==> config.mk <==
export PLATFORM = sky130hd
export DESIGN_NAME = hls_result_framer
export DESIGN_NICKNAME = d
export VERILOG_FILES = /design/src/rtl/hog_framer_pkg.sv /design/src/rtl/hls_result_framer_checksum.sv /design/src/rtl/hls_result_framer.sv
export SDC_FILE = /design/constraint.sdc
export NUM_CORES = 1
export LEC_CHECK = 0
export BUFFER_PORTS_ARGS = -buffer_cell sky130_fd_sc_hd__buf_2
export CAP_MARGIN = 40
export CORE_MARGIN = 5
export CORE_UTILIZATION = 49
export CTS_CLUSTER_DIAMETER = 200
export DETAILED_ROUTE_END_ITERATION = 8
export PLACE_DENSITY = 0.74
export SYNTH_ARGS = -nofsm -noshare
export SYNTH_HDL_FRONTEND = slang
export SYNTH_SLANG_ARGS = --single-unit
==> constraint.sdc <==
create_clock -name ap_clk -period 2.1 [get_ports ap_clk]
set_clock_uncertainty 0.05 [all_clocks]
set_input_delay 0.105 -clock ap_clk [delete_from_list [all_inputs] [get_ports ap_clk]]
set_output_delay 0.105 -clock ap_clk [all_outputs]
set_load 0.02 [all_outputs]
==> src/rtl/hog_framer_pkg.sv <==
// Shared types and constants for the HLS result framer.
// Holds the frame FSM state encoding, the word and count widths, and the default header magic.
package hog_framer_pkg;
   localparam int WORD_W = 32;
   localparam int CNT_W = 16;
   localparam logic [15:0] DEFAULT_MAGIC = 16'hF00D;

   typedef enum logic [1:0] {
      IDLE    = 2'd0,
      HEADER  = 2'd1,
      PAYLOAD = 2'd2,
      TRAILER = 2'd3
   } framer_state_t;
endpackage

==> src/rtl/hls_result_framer_checksum.sv <==
// Payload checksum accumulator: a 16-bit wrapping sum of the upper and lower halves of each word.
// The framer instantiates it only when HLS_RESULT_FRAMER_CHECKSUM_EN is defined.
module frame_checksum
   import hog_framer_pkg::*;
(
   input  logic              clk,
   input  logic              rst_n,
   input  logic              clr,
   input  logic              add_en,
   input  logic [WORD_W-1:0] din,
   output logic [CNT_W-1:0]  sum
);
   always_ff @(posedge clk) begin
      if (!rst_n || clr) begin
         sum <= '0;
      end else if (add_en) begin
         sum <= sum + din[31:16] + din[15:0];
      end
   end
endmodule

==> src/rtl/hls_result_framer.sv <==
// Frames HLS result words as header / payload / trailer and closes partial frames on an idle timeout.
// Define HLS_RESULT_FRAMER_CHECKSUM_EN to fill the trailer checksum field; otherwise it reads 16'h0000.
module hls_result_framer
   import hog_framer_pkg::*;
#(
   parameter int          FRAME_LEN = 64,
   parameter int          TIMEOUT   = 1024,
   parameter logic [15:0] MAGIC     = DEFAULT_MAGIC
) (
   input  logic                ap_clk,
   input  logic                ap_rst_n,
   input  logic [WORD_W-1:0]   out_r_din,
   input  logic                out_r_write,
   output logic                out_r_full_n,
   output logic [WORD_W-1:0]   fifo_din,
   output logic                fifo_wr_en,
   input  logic                fifo_full,
   output logic [CNT_W-1:0]    frame_seq,
   output logic                proto_err,
   output framer_state_t       fsm_state
);
   localparam int IDLE_W = (TIMEOUT > 2) ? $clog2(TIMEOUT) : 1;
   localparam logic [IDLE_W-1:0] IDLE_LAST = IDLE_W'(TIMEOUT - 1);
   localparam logic [CNT_W-1:0]  LEN_LAST  = CNT_W'(FRAME_LEN);

   framer_state_t     state, next_state;
   logic [WORD_W-1:0] hold_data;
   logic              hold_valid;
   logic              drain, accept;
   logic [CNT_W-1:0]  count, count_n;
   logic [CNT_W-1:0]  seq_n;
   logic [CNT_W-1:0]  checksum;
   logic [IDLE_W-1:0] idle_cnt;
   logic              wr_en_n;
   logic [WORD_W-1:0] din_n;

   // valid/ready: a word transfers on any rising edge where out_r_write && out_r_full_n.
   assign drain        = (state == PAYLOAD) && hold_valid && !fifo_full;
   assign out_r_full_n = ap_rst_n && (!hold_valid || drain);
   assign accept       = out_r_write && out_r_full_n;
   assign fsm_state    = state;

`ifdef HLS_RESULT_FRAMER_CHECKSUM_EN
   logic csum_clr;
   assign csum_clr = (state == TRAILER) && !fifo_full;
   frame_checksum u_checksum (
      .clk    (ap_clk),
      .rst_n  (ap_rst_n),
      .clr    (csum_clr),
      .add_en (drain),
      .din    (hold_data),
      .sum    (checksum)
   );
`else
   assign checksum = '0;
`endif

   always_ff @(posedge ap_clk) begin
      if (!ap_rst_n) begin
         hold_valid <= 1'b0;
         hold_data  <= '0;
      end else if (accept) begin
         hold_valid <= 1'b1;
         hold_data  <= out_r_din;
      end else if (drain) begin
         hold_valid <= 1'b0;
      end
   end

   // Idle counter saturates so a long stall cannot wrap it back below the timeout.
   always_ff @(posedge ap_clk) begin
      if (!ap_rst_n || state != PAYLOAD || accept) begin
         idle_cnt <= '0;
      end else if (idle_cnt != IDLE_LAST) begin
         idle_cnt <= idle_cnt + 1'b1;
      end
   end

   always_ff @(posedge ap_clk) begin
      if (!ap_rst_n) begin
         proto_err <= 1'b0;
      end else if (out_r_write && !out_r_full_n) begin
         proto_err <= 1'b1;
      end
   end

   always_ff @(posedge ap_clk) begin
      if (!ap_rst_n) begin
         state      <= IDLE;
         fifo_wr_en <= 1'b0;
         fifo_din   <= '0;
         count      <= '0;
         frame_seq  <= '0;
      end else begin
         state      <= next_state;
         fifo_wr_en <= wr_en_n;
         fifo_din   <= din_n;
         count      <= count_n;
         frame_seq  <= seq_n;
      end
   end

   always_comb begin
      next_state = state;
      wr_en_n    = 1'b0;
      din_n      = fifo_din;
      count_n    = count;
      seq_n      = frame_seq;
      case (state)
         IDLE: begin
            if (hold_valid) next_state = HEADER;
         end
         HEADER: begin
            if (!fifo_full) begin
               wr_en_n    = 1'b1;
               din_n      = {MAGIC, frame_seq};
               next_state = PAYLOAD;
            end
         end
         PAYLOAD: begin
            if (drain) begin
               wr_en_n = 1'b1;
               din_n   = hold_data;
               count_n = count + 1'b1;
               if (count_n == LEN_LAST) next_state = TRAILER;
            end else if (!hold_valid && idle_cnt == IDLE_LAST) begin
               next_state = TRAILER;
            end
         end
         TRAILER: begin
            if (!fifo_full) begin
               wr_en_n    = 1'b1;
               din_n      = {count, checksum};
               seq_n      = frame_seq + 1'b1;
               count_n    = '0;
               next_state = hold_valid ? HEADER : IDLE;
            end
         end
         default: next_state = IDLE;
      endcase
   end
endmodule

==> Word level (Yosys, flattened, before mapping) <==
Cells that the tools add are included.
{ "totals": {"ff_bits": 111, "in_bits": 36, "out_inout_bits": 53, "elab_cells": 68} }
{ "op_classes": {"n_addsub": 3, "eq_ne": 13, "mux": 20, "n_bitwise": 1, "reduce_logical": 22} }
{ "ops": {"columns": ["op", "n"], "rows": [
  ["$mux 32", 3],
  ["$pmux 32 s3", 1],
  ["$add 16x1->16 const B", 2],
  ["$mux 16", 2],
  ["$pmux 16 s2", 1],
  ["$eq 16x7->1 const B", 1],
  ["$mux 2", 6],
  ["$add 10x1->10 const B", 1],
  ["$eq 10x10->1 const B", 1],
  ["$ne 10x10->1 const B", 1],
  ["$ne 2x2->1 const B", 5],
  ["$pmux 2 s4", 1],
  ["$logic_and 1x1->1", 6],
  ["$ne 3x2->1 const B", 2],
  ["$mux 1", 5],
  ["$reduce_and 5->1", 1],
  ["$eq 2x2->1 const B", 2],
  ["$logic_not 1->1", 4],
  ["$reduce_and 4->1", 1],
  ["$reduce_bool 2->1", 2],
  ["$logic_or 1x1->1", 3],
  ["$reduce_and 3->1", 1],
  ["$reduce_bool 3->1", 1],
  ["$eq 2x1->1 const B", 1],
  ["other kinds (5)", 5]
]} }

==> Depth between registers and ports, before layout <==
Gate-level depths: netlist of the first run.
{ "logic_depth": {"ltp_word": 7, "mapped_depth": 10, "depth_no_buf": 8} }

==> Least setup slack after synthesis of the first run <==
No wires, ideal clock.
{ "synth_path": {"kind": "register -> register", "startpoint": "register state[0] (netlist: fsm_state[0])", "endpoint": "register state[0] (netlist: fsm_state[0])", "setup_ps": 125, "arrival_ps": 2012, "t_required_ps": 1925, "setup_slack_ps": -87, "path_stages_with_launch": 10, "n_path_buf": 1, "period_less_slack_ps": 2187, "cell_sequence": "dfxtp_1 inv_1 ha_1 buf_2 a211o_1 a22oi_1 nand2_1 nor3_1 a41oi_2 mux2i_1"} }
{ "synth_via": {"elab_chain_len": 5, "word_cells_on_any_way": 14, "cone_classes": "eq/ne (8); mux (2); reduce/logical (4)"} }
{ "synth_rtl": {"columns": ["element", "line", "text"], "rows": [
  ["start, declared", "hls_result_framer.sv:26", "framer_state_t state, next_state;"],
  ["start signal, assigned", "hls_result_framer.sv:95", "state <= next_state;"],
  ["$eq 2x2->1", "hls_result_framer.sv:38, hls_result_framer.sv:109", null],
  ["$logic_and 1x1->1 (2 in a row)", "hls_result_framer.sv:38", "assign drain = (state == PAYLOAD) && hold_valid && !fifo_full;"],
  ["$ne 3x2->1 (no source line) or $mux 2 (tied branches)", null, null],
  ["$reduce_and 5->1 (no source line) or $pmux 2 s4 (tied branches)", null, null]
]} }
Parallel ways exist; a longest one is shown, timed or not.
A chain may end at the register's enable or synchronous reset.

==> Worst setup path in the final report of the first run <==
Same ends and word-level chain as after synthesis.

==> impl_metrics.csv, run 1 <==
group,metric,value,unit
outcome,status,"finished, final reports clean",
sta,slew-limit-headroom,52.9,%
logic_synthesis,synth_top_family_by_area,"simple AND/OR/NAND/NOR gates",
floorplan,row_count,37,
logic_synthesis,postSynthCellCount,625,
setup_path,crit_fanout,7,
sta,fin_crit,1.99,ns
global_route,grtUsageTotal,22.2,%
power_and_ir_drop,power.total,6470,µW
detailed_routing,drtIter0Drc,273,
logic_synthesis,ys_warn_count,0,
floorplan,core_area,10400,µm²
setup_path,setup.worst_path.start_class,"register",
clocking,clk_latency,0.39,ns
clocking,cts.clk_slew.worst_paths,0.10,ns
logic_synthesis,async_flop_share,0,%
power_and_ir_drop,seqPwrFrac,42.2,%
place,port_buffers,88,
floorplan,fp.dieW,113,µm
logic_synthesis,syn_nets,670,
logic_synthesis,synth_top_cell_by_area,"dfxtp_1",
logic_synthesis,synth_edf_count,0,
logic_synthesis,synth-simple-area-share,25.0,%
sta,setup_ws,0.105,ns
setup_path,critPathKind,"reg -> reg",
power_and_ir_drop,power_density,988,nW/µm²
cells_and_area,fillers,889,
power_and_ir_drop,p_clk_share,22.9,%
cells_and_area,area_growth,25.0,%
clocking,cts_tree,"built",
floorplan,start_util,50.5,%
logic_synthesis,synth.cell_area,5240,µm²
global_route,antenna_found_initial,0,
hold_path,hold_class,"in -> reg",
sta,max_freq,501,MHz
setup_path,cpMaxStageDelayCell,"dfxtp_4",
logic_synthesis,synthMuxAreaShare,1.15,%
floorplan,io_pins,89,
place,globalplace.congestion,0.899,
detailed_routing,drtAntennaViolNets,0,
clocking,ctsRootBufferMaster,"clkbuf_8",
sta,period_share,95.0,%
logic_synthesis,synth_top_cell_area_share,42.4,%
sta,final_max_slew_viol_count,0,
cells_and_area,drive_above_1_share,22.2,%
setup_path,worst_ep_arrival_time,2.22,ns
global_route,overflow,0,
cells_and_area,regArea,2230,µm²
place,dpl.cell_count,834,
power_and_ir_drop,combPwrFrac,34.9,%
logic_synthesis,yosys-top-cells-area,"dfxtp_1 42%, nand2_1 9.1%, o21ai_0 5.4%",
detailed_routing,dr.pass1.iters,7,
setup_path,worstPathCellList,"inv_1 > ha_2 > a211o_1 > a22oi_1 > nand2_1 > nor3_1 > a41oi_2 > mux2i_1",
sta,worst_slew_pin_slew,0.707,ns
logic_synthesis,ys_seq_area_share,42.4,%
sta,rsz0062_at_grt,"true",
detailed_routing,avgRoutedWirePerCell,15.7,µm
floorplan,dieArea,12900,µm²
clocking,clock-sinks,111,
power_and_ir_drop,vdd_drop_max,0.780,mV
clocking,cts.htree.levels,3,
setup_path,cpPeakStageDelay,0.40,ns
cells_and_area,finalNetCount,787,
power_and_ir_drop,switchingPower,2430,µW
detailed_routing,viasPerCell,5.58,
place,pre_cts_ws,-0.0608,ns
sta,hold_viol,0,
global_route,grt_pass1_wl,23500,µm
setup_path,crit_required,2.33,ns
cells_and_area,multiInputGateArea,2810,µm²
logic_synthesis,avgSynthCellArea,8.38,µm²
sta,fin_setup_tns,0,ns
clocking,cts_buffer_depth,2,
sta,finalSetupViolCount,0,
setup_path,crit_path_end_kind,"register",
power_and_ir_drop,switching_share,37.6,%
logic_synthesis,synth_compound_area_share,20.2,%
logic_synthesis,synth_fa_ha_area_share,2.15,%
logic_synthesis,ys_types,53,
place,hpwl,9520,µm
detailed_routing,vias,4934,
logic_synthesis,synthFlopType,"dfxtp_1",
power_and_ir_drop,p_int,4040,µW
power_and_ir_drop,leakage,0.00296,µW
floorplan,die_y,113,µm
clocking,cts_buffers,9,
global_route,grt_max_degree,73,
logic_synthesis,synth_xor_area_share,4.01,%
cells_and_area,fin_cells,884,
clocking,post_cts_buffers,0,
logic_synthesis,synth-seq-cells,111,
global_route,grt_pass1_vias,4910,
detailed_routing,drc,0,
job,max_cap_viol_count,0,
detailed_routing,wirelength,13900,µm
worst max-delay path: cells and delay by family (launching register included):
kind,cells,cell delay (ns)
flip-flops,1,0.40
multiplexers,1,0.15
adder cells (fa/ha/maj),1,0.23
AND/OR/NAND/NOR,2,0.28
AO/OA/AOI/OAI,3,0.69
buffers and inverters,1,0.08
path summary, 6_finish.rpt:
path | from | end | slack (ns) | cells after the start
hold reg to reg | hold_data[13] | hold_data[13] | 0.41 | 2
hold / removal | ap_rst_n | count[5] | 0.06 | 2
setup reg to reg | fsm_state[0] | fsm_state[0] | 0.11 | 8
setup / recovery | fsm_state[0] | fsm_state[0] | 0.11 | 8
repair_timing:
action                                 CTS  global route
endpoints found under the hold margin   34             0
hold buffers                            33             0
resized for setup                        2            13
setup endpoints to repair                3            23
per-layer routing:
metal  GRT usage [%]  up-vias  part of all wire (%)
met5               0        -                     0
met4            8.81        0                   1.7
met3            5.68       16                   5.7
met2            38.0      144                    50
met1            26.6     2358                    42
li1                -     2416                     -
cell usage after synthesis, types with 2 or more instances:
cell type  count
a311oi_1       5
a211o_1        3
nor4_1         2
dfxtp_1      111
and3_4         2
a21boi_0       4
xor2_1        12
buf_1          4
and3_1         5
clkbuf_1      29
a22oi_1       13
nor2_1        38
a31oi_1        3
ha_1           9
and2_1         9
o21ai_0       57
nand4_1       12
nand3_1       11
xnor2_1       12
buf_2          7
o21a_1         5
buf_4          8
nor3b_1       18
a221oi_1       7
mux2i_1        6
o211a_1       26
nand2_1      127
nand4_2        3
nor3_1        13
nor4_4         2
or3_1          3
and4_1         2
nor2b_1        6
inv_1          6
a21oi_1       27
cells by family (layout without fill, tap and decap cells):
family | after synthesis | in the layout
other | 0 | 1
muxes | 6 | 6
xor gates and xnor gates | 24 | 24
and+or+nand+nor | 261 | 261
AOI/OAI and AO/OA | 156 | 156
adders and majority gates | 9 | 9
DFF | 111 | 111
buffers and inverters | 58 | 180
registers in the layout (all words and copies together) (netlist names):
signal and cells:
idle_cnt 10, fifo_din 32, fsm_state 2, count 16
hold_data 32, hold_valid 1, fifo_wr_en 1, proto_err 1
frame_seq 16
area by class of cell:
class | instances | share of cell area, %
multi-input combinational | 456 | 42.9
sequential | 111 | 34.0
timing repair buffer | 157 | 16.5
tap | 136 | 2.60
clock buffer | 9 | 1.89
clock inverter | 7 | 1.72
inverter | 7 | 0.401
antenna | 1 | 0.0382
power by group through the flow:
stage          clock (µW)  combinational, µW  sequential (µW)
6_report             1480               2260             2730
5_1_grt              1610               2470             2780
4_1_cts              1520               2220             2720
3_5_place_dp            0               2170             2760
3_3_place_gp            0               2140             2750
2_1_floorplan           0                985             3170
through the flow:
| stage | hold slack (ns) | area [µm²] | util (%) |
|---|---|---|---|
| 3_3_place_gp | 0.248 | 5920 | 57.0 |
| 3_5_place_dp | 0.257 | 5920 | 57.0 |
| 4_1_cts | 0.0372 | 6490 | 62.6 |
| 2_1_floorplan | 0.164 | 5240 | - |
| 6_report | 0.0572 | 6550 | 63.1 |
| 5_1_grt | 0.0626 | 6550 | 63.1 |
layout by cell type, fill, tap and decap left out, types with 3 or more instances in the layout:
cell type	Yosys	final
buf_2	7	88
nand2_1	127	127
nand3_1	11	11
dfxtp_1	111	108
buf_4	8	32
nor2b_1	6	6
o21a_1	5	5
dlygate4sd3_1	0	33
a221oi_1	7	6
and2_1	9	9
a311oi_1	5	4
a211o_1	3	3
nor2_1	38	37
a21boi_0	4	4
nand4_1	12	12
inv_1	6	6
a31oi_1	3	3
a22oi_1	13	13
and3_1	5	4
clkbuf_8	0	9
xor2_1	12	12
nor3b_1	18	18
ha_2	0	3
o211a_1	26	26
xnor2_1	12	12
o21ai_0	57	57
a21oi_1	27	27
ha_1	9	6
mux2i_1	6	6
nor3_1	13	12
Note: power is estimated with default switching activity, not from simulation.
==> run 2: changes to the inputs <==
- PLACE_DENSITY: 0.74 -> 0.71
- clock period: 2.1 -> 2 ns (I/O delays scaled with it)
==> impl_metrics.csv, run 2 (same netlist as run 1, synthesis figures left out) <==
group,metric,value,unit
detailed_routing,viasPerCell,5.66,
cells_and_area,final_cell_mix,"127 x nand2_1, 103 x dfxtp_1, 88 x buf_2",
clocking,cts_tree,"built",
setup_path,crit_path_end_kind,"register",
clocking,cts_buffers,9,
cells_and_area,drive_above_1_share,23.4,%
clocking,cts.clk_slew.worst_paths,0.11,ns
power_and_ir_drop,vdd_drop_max,0.681,mV
floorplan,dieArea,12900,µm²
hold_path,worstHoldEndpoint,"fsm_state[1]",
sta,final_max_slew_viol_count,0,
sta,setup_ws,0.0775,ns
sta,fin_crit,1.92,ns
setup_path,rrSetupSlack,0.08,ns
detailed_routing,drtAntennaViolNets,0,
detailed_routing,vias,5023,
floorplan,die_y,113,µm
detailed_routing,wirelength,14300,µm
place,pre_cts_ws,-0.0688,ns
power_and_ir_drop,leakage,0.00298,µW
clocking,ctsRootBufferMaster,"clkbuf_8",
job,max_cap_viol_count,0,
global_route,grt_pass1_wl,23400,µm
hold_path,hold_class,"in -> reg",
hold_path,hold_start,"ap_rst_n",
clocking,cts.htree.levels,3,
setup_path,r2r_end,"frame_seq[15]",
place,dpl_cell_area,5930,µm²
place,hpwl,9390,µm
clocking,cts_buffer_depth,2,
clocking,clk_latency,0.38,ns
floorplan,core_area,10400,µm²
cells_and_area,final_area,6560,µm²
sta,rsz0062_at_grt,"true",
clocking,clock-sinks,111,
floorplan,fp.dieW,113,µm
floorplan,io_pins,89,
setup_path,rr_startpoint,"fsm_state[1]",
setup_path,crit_required,2.23,ns
detailed_routing,drc,0,
floorplan,start_util,50.5,%
global_route,grtUsageTotal,22.1,%
sta,period_share,96.1,%
setup_path,crit_fanout,7,
sta,slew-limit-headroom,48.3,%
sta,worst_slew_pin_slew,0.775,ns
setup_path,worst_ep_arrival_time,2.16,ns
global_route,overflow,0,
power_and_ir_drop,power_density,1010,nW/µm²
place,port_buffers,88,
outcome,status,"finished, final reports clean",
cells_and_area,finalNetCount,791,
detailed_routing,avgRoutedWirePerCell,16.1,µm
hold_path,worst_hold_path.num_cells,3,
sta,max_freq,520,MHz
detailed_routing,dr.pass1.iters,5,
setup_path,critPathKind,"reg -> reg",
cells_and_area,largestRegisters,"fifo_din x32, hold_data x32",
cells_and_area,final_common_cell,"nand2_1",
sta,hold_viol,0,
setup_path,reg2reg_depth,7,
setup_path,setup.worst_path.start_class,"register",
place,globalplace.congestion,0.867,
floorplan,row_count,37,
detailed_routing,drtIter0Drc,265,
sta,finalSetupViolCount,0,
cells_and_area,area_growth,25.1,%
global_route,antenna_found_initial,0,
global_route,grt_pass1_vias,4880,
global_route,grt_max_degree,80,
run 2: cell count changes in the layout (fill, tap and decap cells not counted), sizes merged:
cell         before  now
bufinv            2    1
buf             124  127
dlygate4sd3      33   34
clkinvlp          1    0
clkinv            2    4
run 2: repair_timing:
action | 4_1_cts | 5_1_grt
resized for setup | 3 | 17
hold buffers | 34 | 0
hold endpoints to repair | 34 | 0
setup buffers | 0 | 1
pin swaps | 0 | 7
cloned | 0 | 0
setup endpoints to repair | 5 | 22
run 2: metrics by stage:
stage	hold WS [ns]	util (%)	power [µW]	setup TNS, ns	instances
floorplan	0.159	-	4370	0	625
global placement	0.247	57.2	5130	0	836
detailed placement	0.251	57.2	5180	-0.217	836
CTS	0.00527	62.5	6620	0	886
global route	0.0253	63.2	7020	-0.0922	887
finish	0.0252	63.2	6640	0	888
run 2: worst max path at each step:
stage,start,end,cells after the start
finish,fsm_state[1],frame_seq[15],7
global route,fsm_state[1],frame_seq[15],7
CTS,fsm_state[1],frame_seq[15],7
detailed placement,count[1],fsm_state[0],7
global placement,fsm_state[1],frame_seq[15],7
floorplan,fsm_state[1],frame_seq[15],7
run 2: layer usage:
| metal | GRT usage, % | wire length [µm] |
|---|---|---|
| met2 | 37.2 | 6950 |
| met3 | 5.31 | 799 |
| met5 | 0 | 0 |
| met1 | 27.9 | 6180 |
| met4 | 7.45 | 328 |
run 2: power by group:
| group | internal [µW] | switching (µW) | total [µW] |
|---|---|---|---|
| clock network | 596 | 810 | 1410 |
| logic | 869 | 1500 | 2370 |
| registers | 2630 | 235 | 2870 |
| total | 4100 | 2540 | 6640 |
run 2: cell type report:
| cell class | instances | area (µm²) |
|---|---|---|
| repair buffers | 161 | 1090 |
| multi-input cells | 456 | 2820 |
| clock inverters | 7 | 78.8 |
| well taps | 136 | 170 |
| clock buffers | 9 | 124 |
| diodes | 1 | 2.50 |
| fillers | 881 | 3810 |
| inverters | 7 | 26.3 |
| flip-flops and latches | 111 | 2240 |
run 2: worst max-delay path, stage by stage, from the launching register on:
cell	delay [ns]
dfxtp_1	0.41
ha_2	0.28
nor2b_4	0.25
nand4_4	0.17
nor3_4	0.24
nand4_1	0.14
xnor2_1	0.14
and2_1	0.15
==> run 3: changes to the inputs <==
==> constraint.sdc (replaced) <==
create_clock -name ap_clk -period 2 [get_ports ap_clk]
set_clock_uncertainty 0.05 [all_clocks]
set_input_delay 0.2 -clock ap_clk [delete_from_list [all_inputs] [get_ports ap_clk]]
set_output_delay 0.2 -clock ap_clk [all_outputs]
set_load 0.02 [all_outputs]
==> impl_metrics.csv, run 3 (same netlist as run 1, synthesis figures left out) <==
group,metric,value,unit
place,dpl.cell_count,835,
cells_and_area,final_area,6620,µm²
clocking,cts_tree,"built",
cells_and_area,final_common_cell,"nand2_1",
floorplan,dieArea,12900,µm²
setup_path,worstPathCellList,"buf_4 > ha_1 > a211o_1 > a22oi_2 > nand2_1 > nor3_2 > a41oi_2 > mux2i_1",
power_and_ir_drop,power.total,7000,µW
detailed_routing,dr.pass1.iters,5,
setup_path,critPathKind,"reg -> reg",
floorplan,die_y,113,µm
detailed_routing,drc,0,
setup_path,crit_fanout,6,
hold_path,worst_hold_path.num_cells,2,
global_route,grtUsageTotal,22.3,%
floorplan,start_util,50.5,%
setup_path,crit_path_end_kind,"register",
cells_and_area,final_cell_mix,"127 x nand2_1, 102 x dfxtp_1, 88 x buf_2",
sta,period_share,96.2,%
place,globalplace.congestion,0.864,
sta,hold_viol,0,
outcome,status,"finished, final reports clean",
setup_path,crit_required,2.23,ns
place,hpwl,9520,µm
setup_path,cpPeakStageDelay,0.39,ns
floorplan,io_pins,89,
global_route,grt_pass1_vias,4862,
hold_path,hold_class,"in -> reg",
setup_path,reg2reg_depth,8,
setup_path,setup.worst_path.start_class,"register",
setup_path,crit_cells,8,
sta,slew-limit-headroom,50.2,%
sta,fin_crit,1.92,ns
detailed_routing,viasPerCell,5.59,
setup_path,path_buf_inv,1,
place,dpl_cell_area,5920,µm²
cells_and_area,area_growth,26.4,%
setup_path,cpMaxStageDelayCell,"dfxtp_4",
global_route,antenna_found_initial,0,
cells_and_area,fin_cells,887,
clocking,cts.clk_slew.worst_paths,0.11,ns
sta,final_max_slew_viol_count,0,
clocking,cts_buffers,9,
global_route,overflow,0,
cells_and_area,drive_above_1_share,24.0,%
global_route,grt_pass1_wl,23500,µm
cells_and_area,largestRegisters,"fifo_din x32, hold_data x32",
detailed_routing,avgRoutedWirePerCell,15.9,µm
setup_path,critPathTopFamily,"compound AO/OA/AOI/OAI gates",
detailed_routing,vias,4960,
detailed_routing,drtAntennaViolNets,0,
sta,worst_slew_pin_slew,0.747,ns
detailed_routing,drtIter0Drc,251,
sta,finalSetupViolCount,0,
power_and_ir_drop,vdd_drop_max,0.822,mV
detailed_routing,wirelength,14100,µm
cells_and_area,finalNetCount,790,
setup_path,worst_ep_arrival_time,2.16,ns
floorplan,core_area,10400,µm²
clocking,clk_latency,0.39,ns
floorplan,row_count,37,
power_and_ir_drop,power_density,1060,nW/µm²
job,max_cap_viol_count,0,
clocking,ctsRootBufferMaster,"clkbuf_8",
sta,max_freq,520,MHz
floorplan,fp.dieW,113,µm
place,port_buffers,88,
power_and_ir_drop,leakage,0.00300,µW
clocking,cts_buffer_depth,2,
global_route,grt_max_degree,80,
cells_and_area,final_util,63.9,%
clocking,clock-sinks,111,
clocking,cts.htree.levels,3,
-- run 3: cell count changes in the layout (fill, tap and decap cells not counted), moves of 2 or more --
cell           previous run  this run
a221oi_2                  1         3
dlygate4sd3_1            34        32
bufinv_16                 1         3
clkinv_4                  2         0
a221oi_1                  6         4
-- run 3: timing repair --
action | 4_1_cts | 5_1_grt
hold buffers | 32 | 0
pin swaps | 1 | 5
setup endpoints to repair | 3 | 35
gates cloned | 0 | 0
buffers inserted | 0 | 3
resized for setup | 2 | 21
endpoints found under the hold margin | 32 | 0
-- run 3: path summary, 6_finish.rpt --
check	start	endpoint	slack [ns]
min reg2reg	hold_data[13]	hold_data[13]	0.42
max	fsm_state[0]	fsm_state[1]	0.08
min	out_r_write	hold_valid	0.03
max reg2reg	fsm_state[0]	fsm_state[1]	0.08
-- run 3: worst register-to-register path, delay by kind of cell, from the launching register on --
kind                       cells  cell delay [ns]
AOI/OAI and AO/OA              3             0.60
adders and majority gates      1             0.21
buffers and inverters          1             0.14
DFF                            1             0.39
muxes                          1             0.16
and+or+nand+nor                2             0.26
-- run 3: area by class of cell --
class                   instances  area, µm²
diodes                          1       2.50
clock buffers                  10        149
clock inverters                 6        119
fillers                       870       3750
inverters                       7       26.3
multi-input cells             456       2840
flip-flops and latches        111       2240
well taps                     136        170
repair buffers                160       1080
-- run 3: per-stage QoR --
| step | hold slack, ns | setup TNS (ns) | worst slack [ns] |
|---|---|---|---|
| 4_1_cts | 0.0205 | 0 | 0.00249 |
| 2_1_floorplan | 0.259 | 0 | 0.000639 |
| 5_1_grt | 0.0295 | -0.0333 | -0.0222 |
| 3_3_place_gp | 0.347 | 0 | 0.0304 |
| 3_5_place_dp | 0.351 | -0.0422 | -0.0422 |
| 6_report | 0.0305 | 0 | 0.0770 |
-- run 3: layer usage --
metal | part of all wire (%) | GRT usage (%) | vias up
met5 | 0 | 0 | -
met4 | 2.2 | 8.89 | 0
met3 | 6.7 | 5.15 | 23
met2 | 50 | 37.8 | 161
met1 | 41 | 27.5 | 2351
li1 | - | - | 2425
-- run 3: power breakdown --
group          internal, µW  switching (µW)
logic                   878            1500
registers              2640             247
clock network           925             819
